File: config.mk
export PLATFORM = sky130hd
export DESIGN_NAME = aer_sender
export DESIGN_NICKNAME = d
export VERILOG_FILES = /design/src/rtl/aer_sender.sv
export SDC_FILE = /design/constraint.sdc
export NUM_CORES = 1
export LEC_CHECK = 0
export BUFFER_PORTS_ARGS = -buffer_cell sky130_fd_sc_hd__buf_2
export CAP_MARGIN = 20
export CELL_PAD_IN_SITES_DETAIL_PLACEMENT = 1
export CELL_PAD_IN_SITES_GLOBAL_PLACEMENT = 1
export CORE_MARGIN = 4
export CORE_UTILIZATION = 43
export DETAILED_ROUTE_END_ITERATION = 8
export PLACE_DENSITY = 0.78
export SLEW_MARGIN = 15
export SYNTH_ARGS = -nofsm -noshare
export SYNTH_HDL_FRONTEND = slang
export SYNTH_SLANG_ARGS = --single-unit
export TNS_END_PERCENT = 100
File: constraint.sdc
create_clock -name clk -period 2.5 [get_ports clk]
set_input_delay 0.5 -clock clk [delete_from_list [all_inputs] [get_ports clk]]
set_output_delay 0.5 -clock clk [all_outputs]
set_load 0.03 [all_outputs]
File: src/rtl/aer_sender.sv
// AER link transmitter: event FIFO, ACK synchroniser and 4-phase REQ/ACK handshake FSM.
// Optional ACK timeout/abort is enabled by defining AER_ACK_TIMEOUT_EN.
module aer_sender #(
  parameter int ADDR_W      = 8,
  parameter int FIFO_DEPTH  = 4,
  parameter int SYNC_STAGES = 2,
  parameter int TIMEOUT_CYC = 255
) (
  input  logic                          clk,
  input  logic                          rst_n,
  input  logic                          ev_valid,
  input  logic [ADDR_W-1:0]             ev_addr,
  output logic                          ev_ready,
  output logic [ADDR_W-1:0]             aer_addr,
  output logic                          aer_req,
  input  logic                          aer_ack,
  output logic                          busy,
  output logic [$clog2(FIFO_DEPTH):0]   fifo_count,
  output logic [7:0]                    drop_cnt,
  output logic                          timeout
);

  localparam int PTR_W = $clog2(FIFO_DEPTH);
  localparam int CNT_W = PTR_W + 1;

  typedef enum logic [1:0] {IDLE, SETUP, REQ_HI, REQ_LO} state_t;

  state_t                 state;
  logic [SYNC_STAGES-1:0] ack_sync;
  logic                   ack_s;
  logic [ADDR_W-1:0]      mem [FIFO_DEPTH];
  logic [PTR_W-1:0]       wr_ptr;
  logic [PTR_W-1:0]       rd_ptr;
  logic                   full;
  logic                   empty;
  logic                   push;
  logic                   pop;
  logic                   tmo_hit;

  // Raw aer_ack is only ever seen by the first synchroniser flop.
  always_ff @(posedge clk or negedge rst_n) begin
    if (!rst_n) begin
      ack_sync <= '0;
    end else begin
      ack_sync <= {ack_sync[SYNC_STAGES-2:0], aer_ack};
    end
  end

  assign ack_s    = ack_sync[SYNC_STAGES-1];
  assign empty    = (fifo_count == '0);
  assign full     = (fifo_count == CNT_W'(FIFO_DEPTH));
  assign pop      = (state == IDLE) && !empty && !ack_s;
  assign ev_ready = !full || pop;
  assign push     = ev_valid && ev_ready;
  assign busy     = (state != IDLE) || !empty;

  always_ff @(posedge clk) begin
    if (push) begin
      mem[wr_ptr] <= ev_addr;
    end
  end

  // A push and pop in the same cycle leave the occupancy unchanged, even when full.
  always_ff @(posedge clk or negedge rst_n) begin
    if (!rst_n) begin
      wr_ptr     <= '0;
      rd_ptr     <= '0;
      fifo_count <= '0;
      drop_cnt   <= '0;
    end else begin
      if (push) begin
        wr_ptr <= wr_ptr + PTR_W'(1);
      end
      if (pop) begin
        rd_ptr <= rd_ptr + PTR_W'(1);
      end
      case ({push, pop})
        2'b10:   fifo_count <= fifo_count + CNT_W'(1);
        2'b01:   fifo_count <= fifo_count - CNT_W'(1);
        default: fifo_count <= fifo_count;
      endcase
      if (ev_valid && !ev_ready && (drop_cnt != 8'hFF)) begin
        drop_cnt <= drop_cnt + 8'd1;
      end
    end
  end

`ifdef AER_ACK_TIMEOUT_EN
  localparam int TMO_W = $clog2(TIMEOUT_CYC + 1);

  logic [TMO_W-1:0] tmo_cnt;

  assign tmo_hit = (tmo_cnt == TMO_W'(TIMEOUT_CYC - 1));

  // Counter restarts on entry to each waiting state; a hit aborts the handshake.
  always_ff @(posedge clk or negedge rst_n) begin
    if (!rst_n) begin
      tmo_cnt <= '0;
      timeout <= 1'b0;
    end else begin
      timeout <= tmo_hit && (((state == REQ_HI) && !ack_s) ||
                             ((state == REQ_LO) && ack_s));
      if ((state == SETUP) || ((state == REQ_HI) && ack_s)) begin
        tmo_cnt <= '0;
      end else if ((state == REQ_HI) || (state == REQ_LO)) begin
        tmo_cnt <= tmo_cnt + TMO_W'(1);
      end
    end
  end
`else
  assign tmo_hit = 1'b0;
  assign timeout = (TIMEOUT_CYC < 0);
`endif

  always_ff @(posedge clk or negedge rst_n) begin
    if (!rst_n) begin
      state    <= IDLE;
      aer_addr <= '0;
      aer_req  <= 1'b0;
    end else begin
      case (state)
        IDLE: begin
          if (pop) begin
            aer_addr <= mem[rd_ptr];
            state    <= SETUP;
          end
        end
        SETUP: begin
          aer_req <= 1'b1;
          state   <= REQ_HI;
        end
        REQ_HI: begin
          if (ack_s) begin
            aer_req <= 1'b0;
            state   <= REQ_LO;
          end else if (tmo_hit) begin
            aer_req <= 1'b0;
            state   <= IDLE;
          end
        end
        REQ_LO: begin
          if (!ack_s || tmo_hit) begin
            state <= IDLE;
          end
        end
        default: state <= IDLE;
      endcase
    end
  end

endmodule

[Yosys cells after proc, flatten, opt, wreduce, memory -nomap -nowiden]
Memories as Yosys holds them, arrays and structs flattened. A register that Yosys moved wholly into a read port is not among the register bits.
Cells that the tools add are included.
Word-level totals
  register bits: 20
  bits in writable memories: 32
  input port bits: 12
  output and inout bits: 23
  logic and storage cells: 52
  memories kept: 1
Memories
  mem: depth 4, width 8, rd ports 1, clocked after memory_dff 1, write ports 1, RTL line 31  | logic [ADDR_W-1:0] mem [FIFO_DEPTH];
Cells by class
  add/sub/neg operators: 5
  equal/unequal tests: 10
  muxes and demuxes: 9
  reductions and logical operators: 20
Operators with widths (count)
  adder 8 x 1 -> 8 bit (second input constant): 1
  inequality test 8 bit (second input constant): 1
  case mux 2 bit (4 select lines): 1
  equality test 2 bit (second input constant): 3
  2-to-1 mux 2 bit: 3
  inequality test 2 bit (second input constant): 3
  case mux 3 bit (2 select lines): 1
  nonzero test 2 bit: 3
  logical AND 1 bit: 5
  logical NOT 1 bit: 5
  adder 2 x 1 -> 2 bit (second input constant): 2
  equality test 2 x 1 -> 1 bit (second input constant): 2
  AND reduction 2 bit: 2
  adder 3 x 1 -> 3 bit (second input constant): 1
  equality test 3 bit (second input constant): 1
  logical NOT 3 bit: 1
  2-to-1 mux 1 bit: 3
  AND reduction 3 bit: 1
  subtractor 3 x 1 -> 3 bit (second input constant): 1
  logical NOT 2 bit: 1
  logical OR 1 bit: 2
  case mux 1 bit (2 select lines): 1

[Depth between registers and ports, before layout]
  word-level depth: 8
  mapped depth: 10
  mapped depth without buffers: 9

[Worst setup path before layout]
Ideal clock, no wire load.
  path type: register to register
  from: register state[0]
  to: register fifo_count[2]
  library setup time: 0.126 ns
  arrival: 2.245 ns
  required time: 2.374 ns
  slack: 0.129 ns
  cell stages (with the launch flop): 11
  path buffers: 1
  period minus slack after synthesis: 2.371 ns
  cells stage by stage: dfrtp_1 > inv_1 > ha_1 > nand2b_1 > buf_4 > or3_1 > fa_1 > nor2b_1 > nand3b_1 > a21oi_1 > a311o_1
On the way
  word-level cells in the longest chain between the ends: 7
  elaborated cells on any way between the ends: 9
  classes of those cells: eq/ne (2); mux (1); reduce/logical (6)
RTL lines
  start: declaration: RTL line 28  | state_t state;
  start signal: assignment: RTL line 117  | state <= IDLE;
  start signal: assignment: RTL line 125  | state <= SETUP;
  start signal: assignment: RTL line 130  | state <= REQ_HI;
  logical NOT 2 bit *: RTL line 52  | assign pop = (state == IDLE) && !empty && !ack_s;
  logical AND 1 bit * (2 in a row): RTL line 52
  logical OR 1 bit: RTL line 53  | assign ev_ready = !full || pop;
  logical AND 1 bit: RTL line 54  | assign push = ev_valid && ev_ready;
  equality test 2 x 1 -> 1 bit / equality test 2 bit (equally long branches): RTL line 77  | case ({push, pop})
  case mux 3 bit (2 select lines) / nonzero test 2 bit (equally long branches)
  end signal: assignment: RTL line 78  | 2'b10: fifo_count <= fifo_count + CNT_W'(1);
  end signal: assignment: RTL line 79  | 2'b01: fifo_count <= fifo_count - CNT_W'(1);
  end signal: assignment: RTL line 80  | default: fifo_count <= fifo_count;
  end: declaration: RTL line 18  | output logic [$clog2(FIFO_DEPTH):0] fifo_count,
Mark *: on every way between the ends. The rest lies on a longest branch, timed or not.
A chain may end at the register's enable or synchronous reset.

[Worst setup path in the final report]
Ends and elaborated chain as after synthesis.

==> flow_summary.html <==
<table>
<tr><th>Metric</th><th>Value</th></tr>
<tr><th colspan="2">Synthesis</th></tr>
<tr><td>Warning count from the yosys run</td><td>0</td></tr>
<tr><td>Post-synthesis sequential area ratio</td><td>61.8%</td></tr>
<tr><td>Cell area after technology mapping</td><td>2690 µm²</td></tr>
<tr><td>Dominant cell by count in the synthesized netlist</td><td>sky130_fd_sc_hd__edfxtp_1</td></tr>
<tr><td>Number of flops mapped to enable cells by yosys</td><td>32</td></tr>
<tr><td>Fraction of synthesized cell area taken by the top area cell type</td><td>35.8%</td></tr>
<tr><td>Flops &amp; latches, synth</td><td>60</td></tr>
<tr><td>Share of synthesized registers carrying an async set or reset</td><td>46.7%</td></tr>
<tr><td>Top cells by count, synth</td><td>sky130_fd_sc_hd__edfxtp_1 (32), sky130_fd_sc_hd__dfrtp_1 (28), sky130_fd_sc_hd__ha_1 (10), sky130_fd_sc_hd__inv_1 (10)</td></tr>
<tr><td>Count of cell types in the netlist</td><td>48</td></tr>
<tr><td>Number of nets in the synthesized netlist</td><td>200</td></tr>
<tr><td>Per-instance average area after synthesis</td><td>15.2 µm²</td></tr>
<tr><td>Mapped Cells</td><td>177</td></tr>
<tr><td>Post-synthesis cell type with the largest combined area</td><td>sky130_fd_sc_hd__edfxtp_1</td></tr>
<tr><td>Synth Flop Type</td><td>sky130_fd_sc_hd__edfxtp_1</td></tr>
<tr><td>Synth top area cells</td><td>sky130_fd_sc_hd__edfxtp_1 (36%), sky130_fd_sc_hd__dfrtp_1 (26%), sky130_fd_sc_hd__mux4_2 (6.7%), sky130_fd_sc_hd__ha_1 (4.7%), sky130_fd_sc_hd__mux2_2 (3.4%)</td></tr>
<tr><th colspan="2">Layout</th></tr>
<tr><td>Final-layout fill cell count</td><td>611</td></tr>
<tr><td>Number of standard cells in the final layout excluding fillers</td><td>300</td></tr>
<tr><td>Number of antenna cells inserted</td><td>0</td></tr>
<tr><td>Share of the core filled with cells in the final layout</td><td>52.0%</td></tr>
<tr><td>Count of nets after finishing</td><td>243</td></tr>
<tr><td>Ratio of cells with drive above 1 in the final layout</td><td>35.6%</td></tr>
<tr><td>Growth of design area from synthesis to finish</td><td>15.9%</td></tr>
<tr><th colspan="2">Global route</th></tr>
<tr><td>Global-route layer with the greatest usage</td><td>met2</td></tr>
<tr><td>Wire length of the first global-routing pass</td><td>8.89 mm</td></tr>
<tr><td>Number of antenna violations at the first check in global routing</td><td>0</td></tr>
<tr><td>Met3 demand-to-capacity share in global routing</td><td>3.31%</td></tr>
<tr><td>Number of global-route vias before repair</td><td>1752</td></tr>
<tr><td>Met2 track demand over resource in global routing</td><td>25.5%</td></tr>
<tr><td>Maximum number of pins on one net before global-route repair</td><td>29</td></tr>
<tr><td>Total overflow reported by the global router</td><td>0</td></tr>
<tr><td>Global routing usage summed across all routing layers</td><td>15.8%</td></tr>
<tr><td>Met1 capacity usage during global routing</td><td>20.0%</td></tr>
<tr><th colspan="2">Hold path</th></tr>
<tr><td>Hold crit path type</td><td>in2async</td></tr>
<tr><th colspan="2">Setup path</th></tr>
<tr><td>Data required, critical path</td><td>2.70 ns</td></tr>
<tr><td>Worst Path Arrival</td><td>2.60 ns</td></tr>
<tr><td>Largest fanout on the critical path</td><td>4</td></tr>
<tr><td>Critical register-to-register path startpoint</td><td>state[0]</td></tr>
<tr><td>Startpoint types</td><td>register</td></tr>
<tr><td>Critical Path Source</td><td>state[0]</td></tr>
<tr><td>Type of the worst setup path</td><td>reg2reg</td></tr>
<tr><td>Endpoint kind of the worst setup timing path</td><td>register</td></tr>
<tr><th colspan="2">Timing</th></tr>
<tr><td>Tmin final</td><td>2.40 ns</td></tr>
<tr><td>Max-slew violation count</td><td>0</td></tr>
<tr><td>Hold Fails Final Rpt</td><td>0</td></tr>
<tr><td>Worst hold slack</td><td>0.201 ns</td></tr>
<tr><td>Highest Clock Rate</td><td>0.417 GHz</td></tr>
<tr><td>Final Cycle Share</td><td>95.9%</td></tr>
<tr><td>Worst-case clock skew</td><td>0.00871 ns</td></tr>
<tr><td>Transition time at the pin with the least slew margin</td><td>0.689 ns</td></tr>
<tr><td>Slew HR</td><td>54.1%</td></tr>
<tr><td>Final-report setup violation count</td><td>0</td></tr>
<tr><th colspan="2">Floorplanning</th></tr>
<tr><td>Die area</td><td>7580 µm²</td></tr>
<tr><td>Horiz. Die Dim</td><td>87.1 µm</td></tr>
<tr><td>Number of standard-cell rows in the floorplan</td><td>28</td></tr>
<tr><td>Number of primary I/O pins</td><td>35</td></tr>
<tr><td>Core outline area</td><td>5990 µm²</td></tr>
<tr><td>Initial Utilization</td><td>44.9%</td></tr>
<tr><td>Floorplan die height</td><td>87.1 µm</td></tr>
<tr><th colspan="2">Clock tree</th></tr>
<tr><td>Max Root-Sink Buffers</td><td>2</td></tr>
<tr><td>Insertion delay to the later sink of the worst-skew pair</td><td>0.34 ns</td></tr>
<tr><td>Clock root buffer</td><td>sky130_fd_sc_hd__clkbuf_8</td></tr>
<tr><td>Clock buffers created by TritonCTS</td><td>9</td></tr>
<tr><td>Number of buffers inserted for hold repair after clock tree synthesis</td><td>0</td></tr>
<tr><td>CTS tree</td><td>yes</td></tr>
<tr><td>Register clock-pin slew on the reported worst setup and hold paths</td><td>0.07 ns</td></tr>
<tr><td>Total number of H-tree levels</td><td>3</td></tr>
<tr><td># clock sinks</td><td>60</td></tr>
<tr><th colspan="2">Place</th></tr>
<tr><td>Port Buffer Count</td><td>33</td></tr>
<tr><td>Number of placed instances with taps included</td><td>281</td></tr>
<tr><td>Half-perimeter wire length of the detailed placement result</td><td>3.67 mm</td></tr>
<tr><td>Last weighted congestion value of the routability-driven placer</td><td>0.825</td></tr>
<tr><th colspan="2">Drt</th></tr>
<tr><td>Final routed DRC violation total</td><td>0</td></tr>
<tr><td>Via total after detailed routing</td><td>1568</td></tr>
<tr><td>DRT Pass-1 Iters</td><td>4</td></tr>
<tr><td>DRC violation total after the first TritonRoute iteration</td><td>80</td></tr>
<tr><td>Via density</td><td>5.23</td></tr>
<tr><td>ANT nets after route</td><td>0</td></tr>
<tr><td>Sum of routed wire length over all layers</td><td>5.19 mm</td></tr>
<tr><td>Final routed wire length divided by cell count</td><td>17.3 µm</td></tr>
<tr><th colspan="2">Power</th></tr>
<tr><td>Power per cell area</td><td>1210 nW/µm²</td></tr>
<tr><td>Peak supply drop</td><td>545 µV</td></tr>
<tr><td>Leak</td><td>1.25 nW</td></tr>
<tr><th colspan="2">Run</th></tr>
<tr><td>Max Cap Viol</td><td>0</td></tr>
<tr><th colspan="2">Status</th></tr>
<tr><td>Status</td><td>complete, no violations</td></tr>
</table>
==> path summary, 6_finish.rpt <==
path	cells past startpoint	slack, ns	to
max reg2reg	9	0.10	fifo_count[2]
min in group clk	1	0.28	ack_sync[0]
min	1	0.20	aer_addr[7]
min reg2reg	0	0.36	ack_sync[1]
max in group asynchronous	1	1.85	state[1]
max	9	0.10	fifo_count[2]
==> routing by layer <==
| metal | vias to the layer above | wire, µm | part of all wire (%) |
|---|---|---|---|
| met1 | 784 | 2160 | 42 |
| met2 | 37 | 2650 | 51 |
| met4 | 0 | 120 | 2.3 |
| met5 | - | 0 | 0 |
| met3 | 10 | 256 | 4.9 |
| li1 | 737 | - | - |
==> flip-flops by register name, indices dropped and copies added (netlist names) <==
signal	count
ack_sync	2
mem	32
state	2
fifo_count	3
wr_ptr	2
rd_ptr	2
drop_cnt	8
aer_req	1
aer_addr	8
==> area by class of cell <==
type | count | area, µm² | area share (%)
flip-flops and latches | 60 | 1660 | 53.3
well taps | 75 | 93.8 | 3.01
repair buffers | 38 | 203 | 6.51
clock inverters | 5 | 30.0 | 0.964
multi-input cells | 101 | 958 | 30.8
inverters | 10 | 37.5 | 1.20
clock buffers | 11 | 131 | 4.22
==> power breakdown <==
part / switching (mW) / total [mW] / internal [mW]
registers: 0.278 / 1.62 / 1.34
clock network: 0.367 / 0.721 / 0.354
logic: 0.809 / 1.43 / 0.622
total: 1.45 / 3.77 / 2.32
==> placed cells by master (no fill, tap or decap), types with 2 or more instances in the layout <==
| master | synthesis | final |
|---|---|---|
| sky130_fd_sc_hd__a311o_1 | 2 | 2 |
| sky130_fd_sc_hd__and3_1 | 4 | 4 |
| sky130_fd_sc_hd__buf_2 | 2 | 33 |
| sky130_fd_sc_hd__buf_4 | 2 | 5 |
| sky130_fd_sc_hd__clkbuf_1 | 1 | 2 |
| sky130_fd_sc_hd__clkbuf_8 | 0 | 9 |
| sky130_fd_sc_hd__clkinv_2 | 0 | 3 |
| sky130_fd_sc_hd__clkinvlp_4 | 0 | 2 |
| sky130_fd_sc_hd__dfrtp_1 | 28 | 28 |
| sky130_fd_sc_hd__edfxtp_1 | 32 | 32 |
| sky130_fd_sc_hd__ha_1 | 10 | 9 |
| sky130_fd_sc_hd__inv_1 | 10 | 10 |
| sky130_fd_sc_hd__mux2_1 | 4 | 4 |
| sky130_fd_sc_hd__mux2_2 | 8 | 8 |
| sky130_fd_sc_hd__mux4_2 | 8 | 8 |
| sky130_fd_sc_hd__nand2_1 | 6 | 6 |
| sky130_fd_sc_hd__nand3_1 | 4 | 4 |
| sky130_fd_sc_hd__nand3b_1 | 2 | 2 |
| sky130_fd_sc_hd__nor2_1 | 7 | 7 |
| sky130_fd_sc_hd__nor2b_1 | 3 | 3 |
| sky130_fd_sc_hd__nor3_1 | 3 | 3 |
| sky130_fd_sc_hd__nor3_2 | 2 | 2 |
| sky130_fd_sc_hd__o21ai_0 | 3 | 3 |
| sky130_fd_sc_hd__o22ai_1 | 3 | 3 |
| sky130_fd_sc_hd__xnor2_1 | 3 | 3 |
| sky130_fd_sc_hd__xor2_1 | 5 | 5 |
==> cells by family (layout without fill, tap and decap cells) <==
| logic type | count (synthesis) | after routing | share of synthesized area (%) |
|---|---|---|---|
| AND/OR/NAND/NOR | 45 | 45 | 11.0 |
| other | 1 | 1 | 0.140 |
| flip-flops | 60 | 60 | 61.8 |
| buffers and inverters | 16 | 64 | 2.61 |
| AO/OA/AOI/OAI | 14 | 14 | 3.72 |
| adder cells (fa/ha/maj) | 11 | 11 | 5.40 |
| XOR/XNOR | 8 | 8 | 2.61 |
| multiplexers | 22 | 22 | 12.7 |
==> worst max-delay path, cell delays in order (launching register included) <==
cell and delay (ns):
sky130_fd_sc_hd__dfrtp_1 0.41, sky130_fd_sc_hd__inv_1 0.12, sky130_fd_sc_hd__ha_2 0.21, sky130_fd_sc_hd__nand2b_1 0.07, sky130_fd_sc_hd__or3_1 0.36, sky130_fd_sc_hd__fa_1 0.40, sky130_fd_sc_hd__nor2b_1 0.16, sky130_fd_sc_hd__nand3b_1 0.09
sky130_fd_sc_hd__a21oi_1 0.07, sky130_fd_sc_hd__a311o_1 0.36
==> through the flow <==
step           power (mW)  setup slack (ns)  cell area (µm²)  TNS [ns]
2_1_floorplan        2.63             0.129             2690         0
3_3_place_gp         2.98             0.230             2930         0
3_5_place_dp         3.06            0.0806             2930         0
4_1_cts              3.80            0.0699             3090         0
5_1_grt              4.06           -0.0200             3120   -0.0200
6_report             3.77             0.103             3120         0
==> what timing repair did <==
item,CTS,global route
endpoints found under the setup margin,0,1
setup buffers,0,3
resized for setup,0,1
Note: power is estimated with default switching activity, not from simulation.
